<file path="config.mk">
export PLATFORM = sky130hd
export DESIGN_NAME = matmul_result_drain_flat
export DESIGN_NICKNAME = d
export VERILOG_FILES = /design/src/rtl/matmul_result_drain_if.sv /design/src/rtl/matmul_result_drain.sv /design/src/flat_wrapper.sv
export SDC_FILE = /design/constraint.sdc
export NUM_CORES = 1
export LEC_CHECK = 0
export ABC_AREA = 1
export BUFFER_PORTS_ARGS = -buffer_cell sky130_fd_sc_hd__clkbuf_2
export CELL_PAD_IN_SITES_DETAIL_PLACEMENT = 1
export CELL_PAD_IN_SITES_GLOBAL_PLACEMENT = 2
export CORE_MARGIN = 3
export CORE_UTILIZATION = 26
export CTS_CLUSTER_DIAMETER = 40
export DETAILED_ROUTE_END_ITERATION = 8
export GPL_TIMING_DRIVEN = 0
export PLACE_DENSITY_LB_ADDON = 0.2
export SYNTH_ARGS = -nofsm -noshare
export SYNTH_HDL_FRONTEND = slang
export SYNTH_SLANG_ARGS = --single-unit
</file>
<file path="constraint.sdc">
create_clock -name clk -period 1.5 [get_ports clk]
set_input_delay 0.225 -clock clk [delete_from_list [all_inputs] [get_ports clk]]
set_output_delay 0.225 -clock clk [all_outputs]
set_load 0.03 [all_outputs]
</file>
<file path="src/rtl/matmul_result_drain_if.sv">
// Stream bundle for the result drain: vector capture side and element beat side.
// master = producer/consumer environment, slave = the drain block.
interface matmul_result_drain_if #(
  parameter int NUM_OUT   = 4,
  parameter int ACC_WIDTH = 24,
  parameter int OUT_WIDTH = 16
);
  localparam int IDX_W = (NUM_OUT > 1) ? $clog2(NUM_OUT) : 1;

  logic                         in_valid;
  logic                         in_ready;
  logic [NUM_OUT*ACC_WIDTH-1:0] in_data;
  logic                         out_valid;
  logic                         out_ready;
  logic [OUT_WIDTH-1:0]         out_data;
  logic [IDX_W-1:0]             out_idx;
  logic                         out_last;
  logic                         busy;
  logic [15:0]                  sat_count;

  modport master (
    output in_valid, in_data, out_ready,
    input  in_ready, out_valid, out_data, out_idx, out_last, busy, sat_count
  );

  modport slave (
    input  in_valid, in_data, out_ready,
    output in_ready, out_valid, out_data, out_idx, out_last, busy, sat_count
  );
endinterface

</file>
<file path="src/rtl/matmul_result_drain.sv">
// Result drain: captures a full accumulator vector, requantizes every lane
// (arithmetic shift + saturate) and streams one element per valid/ready beat.
module matmul_result_drain #(
  parameter int NUM_OUT   = 4,
  parameter int ACC_WIDTH = 24,
  parameter int OUT_WIDTH = 16,
  parameter int SHIFT     = 0
) (
  input  logic                   clk,
  input  logic                   rst,
  matmul_result_drain_if.slave   bus
);
  localparam int IDX_W = (NUM_OUT > 1) ? $clog2(NUM_OUT) : 1;
  localparam logic [IDX_W-1:0] LAST_IDX = IDX_W'(NUM_OUT - 1);
  localparam logic signed [ACC_WIDTH-1:0] SAT_MAX = ACC_WIDTH'((1 << (OUT_WIDTH-1)) - 1);
  localparam logic signed [ACC_WIDTH-1:0] SAT_MIN = ACC_WIDTH'(-(1 << (OUT_WIDTH-1)));

  typedef enum logic {IDLE, DRAIN} state_e;

  state_e                              state_q, state_d;
  logic [IDX_W-1:0]                    idx_q, idx_d;
  logic [NUM_OUT-1:0][ACC_WIDTH-1:0]   buf_q, buf_d;
  logic [15:0]                         sat_cnt_q, sat_cnt_d;

  logic [NUM_OUT-1:0][OUT_WIDTH-1:0]   q_data;
  logic [NUM_OUT-1:0]                  q_hi, q_lo;
  logic                                drain, last, out_fire, in_fire, sat_hit;

  // Per-lane requantization of the registered buffer; only the selected lane is used.
  for (genvar k = 0; k < NUM_OUT; k++) begin : g_lane
    logic signed [ACC_WIDTH-1:0] sh;
    assign sh        = $signed(buf_q[k]) >>> SHIFT;
    assign q_hi[k]   = sh > SAT_MAX;
    assign q_lo[k]   = sh < SAT_MIN;
    assign q_data[k] = q_hi[k] ? SAT_MAX[OUT_WIDTH-1:0] :
                       q_lo[k] ? SAT_MIN[OUT_WIDTH-1:0] : sh[OUT_WIDTH-1:0];
  end

  assign drain    = (state_q == DRAIN);
  assign last     = drain && (idx_q == LAST_IDX);
  assign out_fire = drain && bus.out_ready;
  assign in_fire  = bus.in_valid && bus.in_ready;
  assign sat_hit  = q_hi[idx_q] | q_lo[idx_q];

  assign bus.in_ready  = !drain || (last && bus.out_ready);
  assign bus.out_valid = drain;
  assign bus.out_data  = drain ? q_data[idx_q] : '0;
  assign bus.out_idx   = drain ? idx_q : '0;
  assign bus.out_last  = last;
  assign bus.busy      = drain;
  assign bus.sat_count = sat_cnt_q;

  // Next state: capture wins over the final-beat return to IDLE so vectors chain without bubbles.
  always_comb begin
    state_d   = state_q;
    idx_d     = idx_q;
    buf_d     = buf_q;
    sat_cnt_d = sat_cnt_q;
    if (in_fire) begin
      buf_d   = bus.in_data;
      idx_d   = '0;
      state_d = DRAIN;
    end else if (out_fire) begin
      if (last) begin
        idx_d   = '0;
        state_d = IDLE;
      end else begin
        idx_d = idx_q + 1'b1;
      end
    end
    if (out_fire && sat_hit && sat_cnt_q != 16'hFFFF)
      sat_cnt_d = sat_cnt_q + 16'd1;
  end

  // State registers; reset drops any buffered vector.
  always_ff @(posedge clk) begin
    if (rst) begin
      state_q   <= IDLE;
      idx_q     <= '0;
      buf_q     <= '0;
      sat_cnt_q <= '0;
    end else begin
      state_q   <= state_d;
      idx_q     <= idx_d;
      buf_q     <= buf_d;
      sat_cnt_q <= sat_cnt_d;
    end
  end
endmodule

</file>
<file path="src/flat_wrapper.sv">
// flat-port wrapper written by rule: the top's interface ports become plain ports
module matmul_result_drain_flat 
#(
  parameter int NUM_OUT   = 4,
  parameter int ACC_WIDTH = 24,
  parameter int OUT_WIDTH = 16,
  parameter int SHIFT     = 0
)
  (clk, rst, bus_in_valid, bus_in_data, bus_out_ready, bus_in_ready, bus_out_valid, bus_out_data, bus_out_idx, bus_out_last, bus_busy, bus_sat_count);
  matmul_result_drain_if #(.NUM_OUT(NUM_OUT), .ACC_WIDTH(ACC_WIDTH), .OUT_WIDTH(OUT_WIDTH)) bus_i ();
  input  logic clk;
  input  logic rst;
  input wire logic [$bits(bus_i.in_valid)-1:0] bus_in_valid;
  input wire logic [$bits(bus_i.in_data)-1:0] bus_in_data;
  input wire logic [$bits(bus_i.out_ready)-1:0] bus_out_ready;
  output wire logic [$bits(bus_i.in_ready)-1:0] bus_in_ready;
  output wire logic [$bits(bus_i.out_valid)-1:0] bus_out_valid;
  output wire logic [$bits(bus_i.out_data)-1:0] bus_out_data;
  output wire logic [$bits(bus_i.out_idx)-1:0] bus_out_idx;
  output wire logic [$bits(bus_i.out_last)-1:0] bus_out_last;
  output wire logic [$bits(bus_i.busy)-1:0] bus_busy;
  output wire logic [$bits(bus_i.sat_count)-1:0] bus_sat_count;
  assign bus_i.in_valid = bus_in_valid;
  assign bus_i.in_data = bus_in_data;
  assign bus_i.out_ready = bus_out_ready;
  assign bus_in_ready = bus_i.in_ready;
  assign bus_out_valid = bus_i.out_valid;
  assign bus_out_data = bus_i.out_data;
  assign bus_out_idx = bus_i.out_idx;
  assign bus_out_last = bus_i.out_last;
  assign bus_busy = bus_i.busy;
  assign bus_sat_count = bus_i.sat_count;
  matmul_result_drain #(.NUM_OUT(NUM_OUT), .ACC_WIDTH(ACC_WIDTH), .OUT_WIDTH(OUT_WIDTH), .SHIFT(SHIFT)) u_core (.clk(clk), .rst(rst), .bus(bus_i));
endmodule
</file>
## Word-level counts from Yosys, hierarchy flattened

Index checks and enable logic that the tools add are counted.

| storage, ports and cells | value |
|---|---|
| bits of input ports | 100 |
| logic and storage cells | 53 |
| register bits | 115 |
| output and inout port bits | 38 |

| operators by class | value |
|---|---|
| bitwise logic cells | 1 |
| reduce and logical (&&, ||, !) cells | 12 |
| equality and inequality tests | 2 |
| add/subtract/negate cells | 2 |
| mux-type cells | 20 |
| magnitude comparators | 9 |

Operator list:

| cell | count |
|---|---|
| 16-bit two-way mux | 10 |
| 24-bit by 16-bit > comparator with 1-bit output (second input constant) | 4 |
| 24-bit by 16-bit < comparator with 1-bit output (second input constant) | 4 |
| 16-bit binary-select mux with 2-bit select | 1 |
| 16-bit by 1-bit adder with 16-bit output (second input constant) | 1 |
| 16-bit != test (second input constant) | 1 |
| 1-bit logical AND | 6 |
| 1-bit two-way mux | 5 |
| 1-bit binary-select mux with 2-bit select | 2 |
| 2-bit two-way mux | 2 |
| 2-bit nonzero test | 2 |
| 2-bit by 3-bit < comparator with 1-bit output (second input constant) | 1 |
| 2-bit by 1-bit adder with 2-bit output (second input constant) | 1 |
| 2-bit equality test (second input constant) | 1 |
| 2-bit AND reduction | 1 |
| 2-bit OR reduction | 1 |
| 1-bit logical NOT | 1 |
| 1-bit logical OR | 1 |
| 1-bit bitwise OR | 1 |

## Logic depth before layout (Yosys ltp)

| depth | value |
|---|---|
| word-level depth | 7 |
| gate-level depth with buffers | 12 |
| gate-level depth less buffers | 12 |

## Worst setup path after synthesis

Ideal clock, no wire load.

| timing | value |
|---|---|
| path type | register to output |
| start | register u_core.buf_q, in the netlist u_core.g_lane[2].sh[17] |
| end | output port bus_out_data[14] |
| path slack | -0.592 ns |
| arrival | 1.867 ns |
| path buffers | 1 |
| cell stages (with the launch flop) | 8 |
| required time | 1.275 ns |
| cells stage by stage | dfxtp_1 nand2_1 nor2_1 nand2_1 nand2_1 clkbuf_1 a21oi_1 o32ai_1 |

| between the ends | value |
|---|---|
| cells in the longest elaborated chain, start to end | 6 |
| elaborated cells on any way between the ends | 7 |
| those cells by class | 2 x order compare; 5 x mux |

RTL lines:

| what | line | RTL |
|---|---|---|
| start, declared | matmul_result_drain.sv:22 | `logic [NUM_OUT-1:0][ACC_WIDTH-1:0] buf_q, buf_d;` |
| start signal, assigned | matmul_result_drain.sv:85 | `buf_q <= buf_d;` |
| 24-bit by 16-bit < comparator with 1-bit output | matmul_result_drain.sv:34 | `assign q_lo[k] = sh < SAT_MIN;` |
| 16-bit two-way mux | matmul_result_drain.sv:36 | `q_lo[k] ? SAT_MIN[OUT_WIDTH-1:0] : sh[OUT_WIDTH-1:0];` |
| 16-bit two-way mux * | matmul_result_drain.sv:35 | `assign q_data[k] = q_hi[k] ? SAT_MAX[OUT_WIDTH-1:0] :` |
| 16-bit binary-select mux with 2-bit select * | matmul_result_drain.sv:47 | `assign bus.out_data = drain ? q_data[idx_q] : '0;` |
| 16-bit two-way mux (not written as such) * | matmul_result_drain.sv:47 |  |
| 16-bit two-way mux * | matmul_result_drain.sv:47 |  |
| end, declared | flat_wrapper.sv:18 | `output wire logic [$bits(bus_i.out_data)-1:0] bus_out_data;` |

Every way passes the cells marked *; elsewhere a longest branch is shown, timed or not. The select of a mux whose other input is x is not followed.

## Final worst setup path

| timing | value |
|---|---|
| start | register u_core.buf_q, in the netlist u_core.g_lane[1].sh[17] |
| end | output port bus_out_data[12] |

Same word-level chain as after synthesis.

==> results.cfg <==
[global_route]
antenna_found_initial = 0
grt.total_usage_pct = 19.26
grt_pass1_vias = 6222
grt_max_degree = 17
grt_overflow = 0
grt_pass1_wl_um = 33870

[timing]
setup_viol = 132
slew_headroom_pct = 45.64
fmax_mhz = 442.1
finalHoldViolCount = 0
fin_skew_ns = 0.01056
final.setup.worst_slack_ns = -0.7622
final.period_utilization_pct = 150.8
rsz0062_at_grt = yes
slew_violations = 0
tightest_slew_ns = 0.8153
period_minus_slack_ns = 2.262

[yosys]
syn_inst = 808
synth_nets = 910
yosys.area.top_type = dfxtp_1
synth-compound-area-share_pct = 18.84
async_flop_share_pct = 0
synthSimpleGateAreaFrac_pct = 29.64
ys_types = 30
yosysTopAreaCellShare_pct = 42.18
syn_avg_cell_area_um2 = 6.755
synthAdderAreaFrac_pct = 0.4585
synth_edf_count = 0
muxShareOfSynthArea_pct = 0
ys_seq_elements = 115
seq_area_frac_synth_pct = 42.18
synth_area_um2 = 5458
synth-xor-area-share_pct = 2.086
synth_top_cells_by_area = dfxtp_1 (42%), nor2_1 (16%), o21ai_0 (10%)
synth_top_family_by_area = simple AND/OR/NAND/NOR gates
synth_top_flop_cell = dfxtp_1
synth_warnings = 0

[cts]
cts_buffer_depth = 2
numCtsBuffers = 17
clk_latency_ns = 0.43
cts-root-buf = clkbuf_16
cts_tree = done
clkTransAtPathRegs_ns = 0.06
htree_levels = 4
ctsHoldBuffers = 0
cts.sinks = 115

[critical_path]
regToRegSetupSlack_ns = -0.27
crit_fanout = 5
critPathBufInv = 3
critical_path_class = flop to output pin
cp-start-kind = flop
crit_required_ns = 1.27
slowest_stage = dfxtp_4
crit_arrival_ns = 2.04
worst_path_largest_cell_delay_ns = 0.36
cp-end-kind = output pin
critical_path.top_delay_family = simple AND/OR/NAND/NOR gates
crit_chain = nand4_1 > o21ai_4 > buf_6 > a21oi_2 > or2_1 > nand2_1 > nand3_2 > inv_2 > buf_8

[placed_design]
place.gp.congestion = 0.7929
port_buffers = 136
hpwl_um = 14930
placed_cells = 1214

[outcome]
violations = negative setup slack
outcome = finished with violations

[layout]
final_cell_mix = nor2_1 (212), clkbuf_2 (121), o21ai_2 (86)
final_util_pct = 45.92
final_cell_count_no_fill = 1305
nFillCells = 2463
num_antenna_cells = 0
nNetsFinal = 1125
layout-drive-gt1-share_pct = 49.95
synthToLayoutAreaGrowth_pct = 71.87
layout_commonest_cell = nor2_1

[detailed_routing]
maxUsedRoutingLayer = met4
drt-pass1-iter-count = 4
vias_per_cell = 4.730
dr_wl_met2_um = 11340
detail_route.wl_per_cell_um = 17.60
wl_met1_um = 10510
drc_errors = 0
vias = 6172
route.met3.wl_um = 705
drt_wl_total_um = 22970
drtIter0Drc = 250
postRouteAntennaNets = 0

[floorplanning]
top_level_ports = 138
placeableCoreArea_um2 = 20430
die-area_um2 = 22770
initial_core_util_pct = 26.71
dieWidth_um = 150.9
rows = 52
die_y_um = 150.9

[hold_path]
hold_class = input pin to flop

[run]
maxCapViolations = 0

[pwr]
leakage_nw = 4.085
p_per_area_nw_per_um2 = 1036
vdd_ir_drop_max_mv = 0.6678
-- power breakdown --
part           switching (mW)  total (mW)  internal, mW
combinational            1.19        2.31          1.12
sequential              0.207        3.48          3.28
clock                    1.48        3.93          2.45
total                    2.88        9.72          6.84
-- synth_stat cells (2+ instances only) --
cell      count
nor2_1      227
dfxtp_1     115
o21ai_0     111
nand2_1      88
a21oi_1      81
inv_1        36
clkbuf_1     33
nand3_1      27
nand4_1      18
or2_1         9
buf_2         8
xnor2_1       8
buf_1         7
nand2_2       5
or2_2         5
xor2_1        5
nor2_2        4
nor3_1        4
buf_4         2
buf_6         2
ha_1          2
inv_2         2
o21ai_1       2
-- repair_timing --
item / CTS / global route
setup endpoints to repair: 134 / 134
resized for setup: 360 / 163
setup buffers: 19 / 23
pin swaps: 30 / 62
cloned: 10 / 12
-- sequential cells by signal, indices dropped and copies added, names as in the netlist --
signal	flops
u_core.g_lane.sh	96
u_core.bus.sat_count	16
u_core.bus.busy	1
u_core.idx_q	2
-- per-layer routing --
layer  GRT usage (%)  up-vias
li1                -     3084
met1           25.40     2957
met2           32.04      103
met3           3.321       28
met4           6.256        0
met5               0        -
-- kinds of logic after synthesis --
kind of cell,Yosys count
AND/OR/NAND/NOR,389
flip-flops,115
buffers and inverters,90
XOR/XNOR,13
adder cells (fa/ha/maj),2
AO/OA/AOI/OAI,199
-- area by class of cell --
class                           count  area, um2  area share [%]
Timing Repair Buffer              198       1784           19.02
Clock inverter                     12      115.1           1.227
Buffer                             50      605.6           6.456
Sequential cell                   115       2375           25.32
Tap cell                          270      337.8           3.601
Multi-Input combinational cell    603       3565           38.00
Clock buffer                       19      442.9           4.722
Inverter                           38      155.1           1.654
-- final timing paths --
check                                 end                     from  depth (start not counted)
hold / removal    u_core.g_lane[3].sh[19]          bus_in_data[91]                          3
setup reg to reg  u_core.g_lane[1].sh[22]          u_core.idx_q[0]                         10
hold reg to reg   u_core.g_lane[0].sh[15]  u_core.g_lane[0].sh[15]                          2
setup / recovery         bus_out_data[12]  u_core.g_lane[1].sh[17]                          9
-- tightest hold or removal path: cells and delay by family --
| family | cells | cell delay [ns] |
|---|---|---|
| AND/OR/NAND/NOR | 2 | 0.09 |
| buffers and inverters | 1 | 0.08 |
-- through the flow --
step / instance area (um2) / setup TNS [ns] / power, mW / hold WS, ns / setup WS, ns
after global routing: 9380 / -38.91 / 10.17 / 0.01189 / -0.8733
final: 9380 / -28.79 / 9.718 / 0.009680 / -0.7622
after CTS: 8512 / -23.69 / 9.424 / 0.003117 / -0.7790
after detailed placement: 6593 / -66.86 / 4.822 / 0.4544 / -0.6992
after global placement: 6593 / -64.08 / 4.817 / 0.4497 / -0.6718
after floorplan: 5574 / -0.9981 / 4.308 / 0.3598 / -0.07814
No activity file was read; power rests on OpenSTA's default activity.
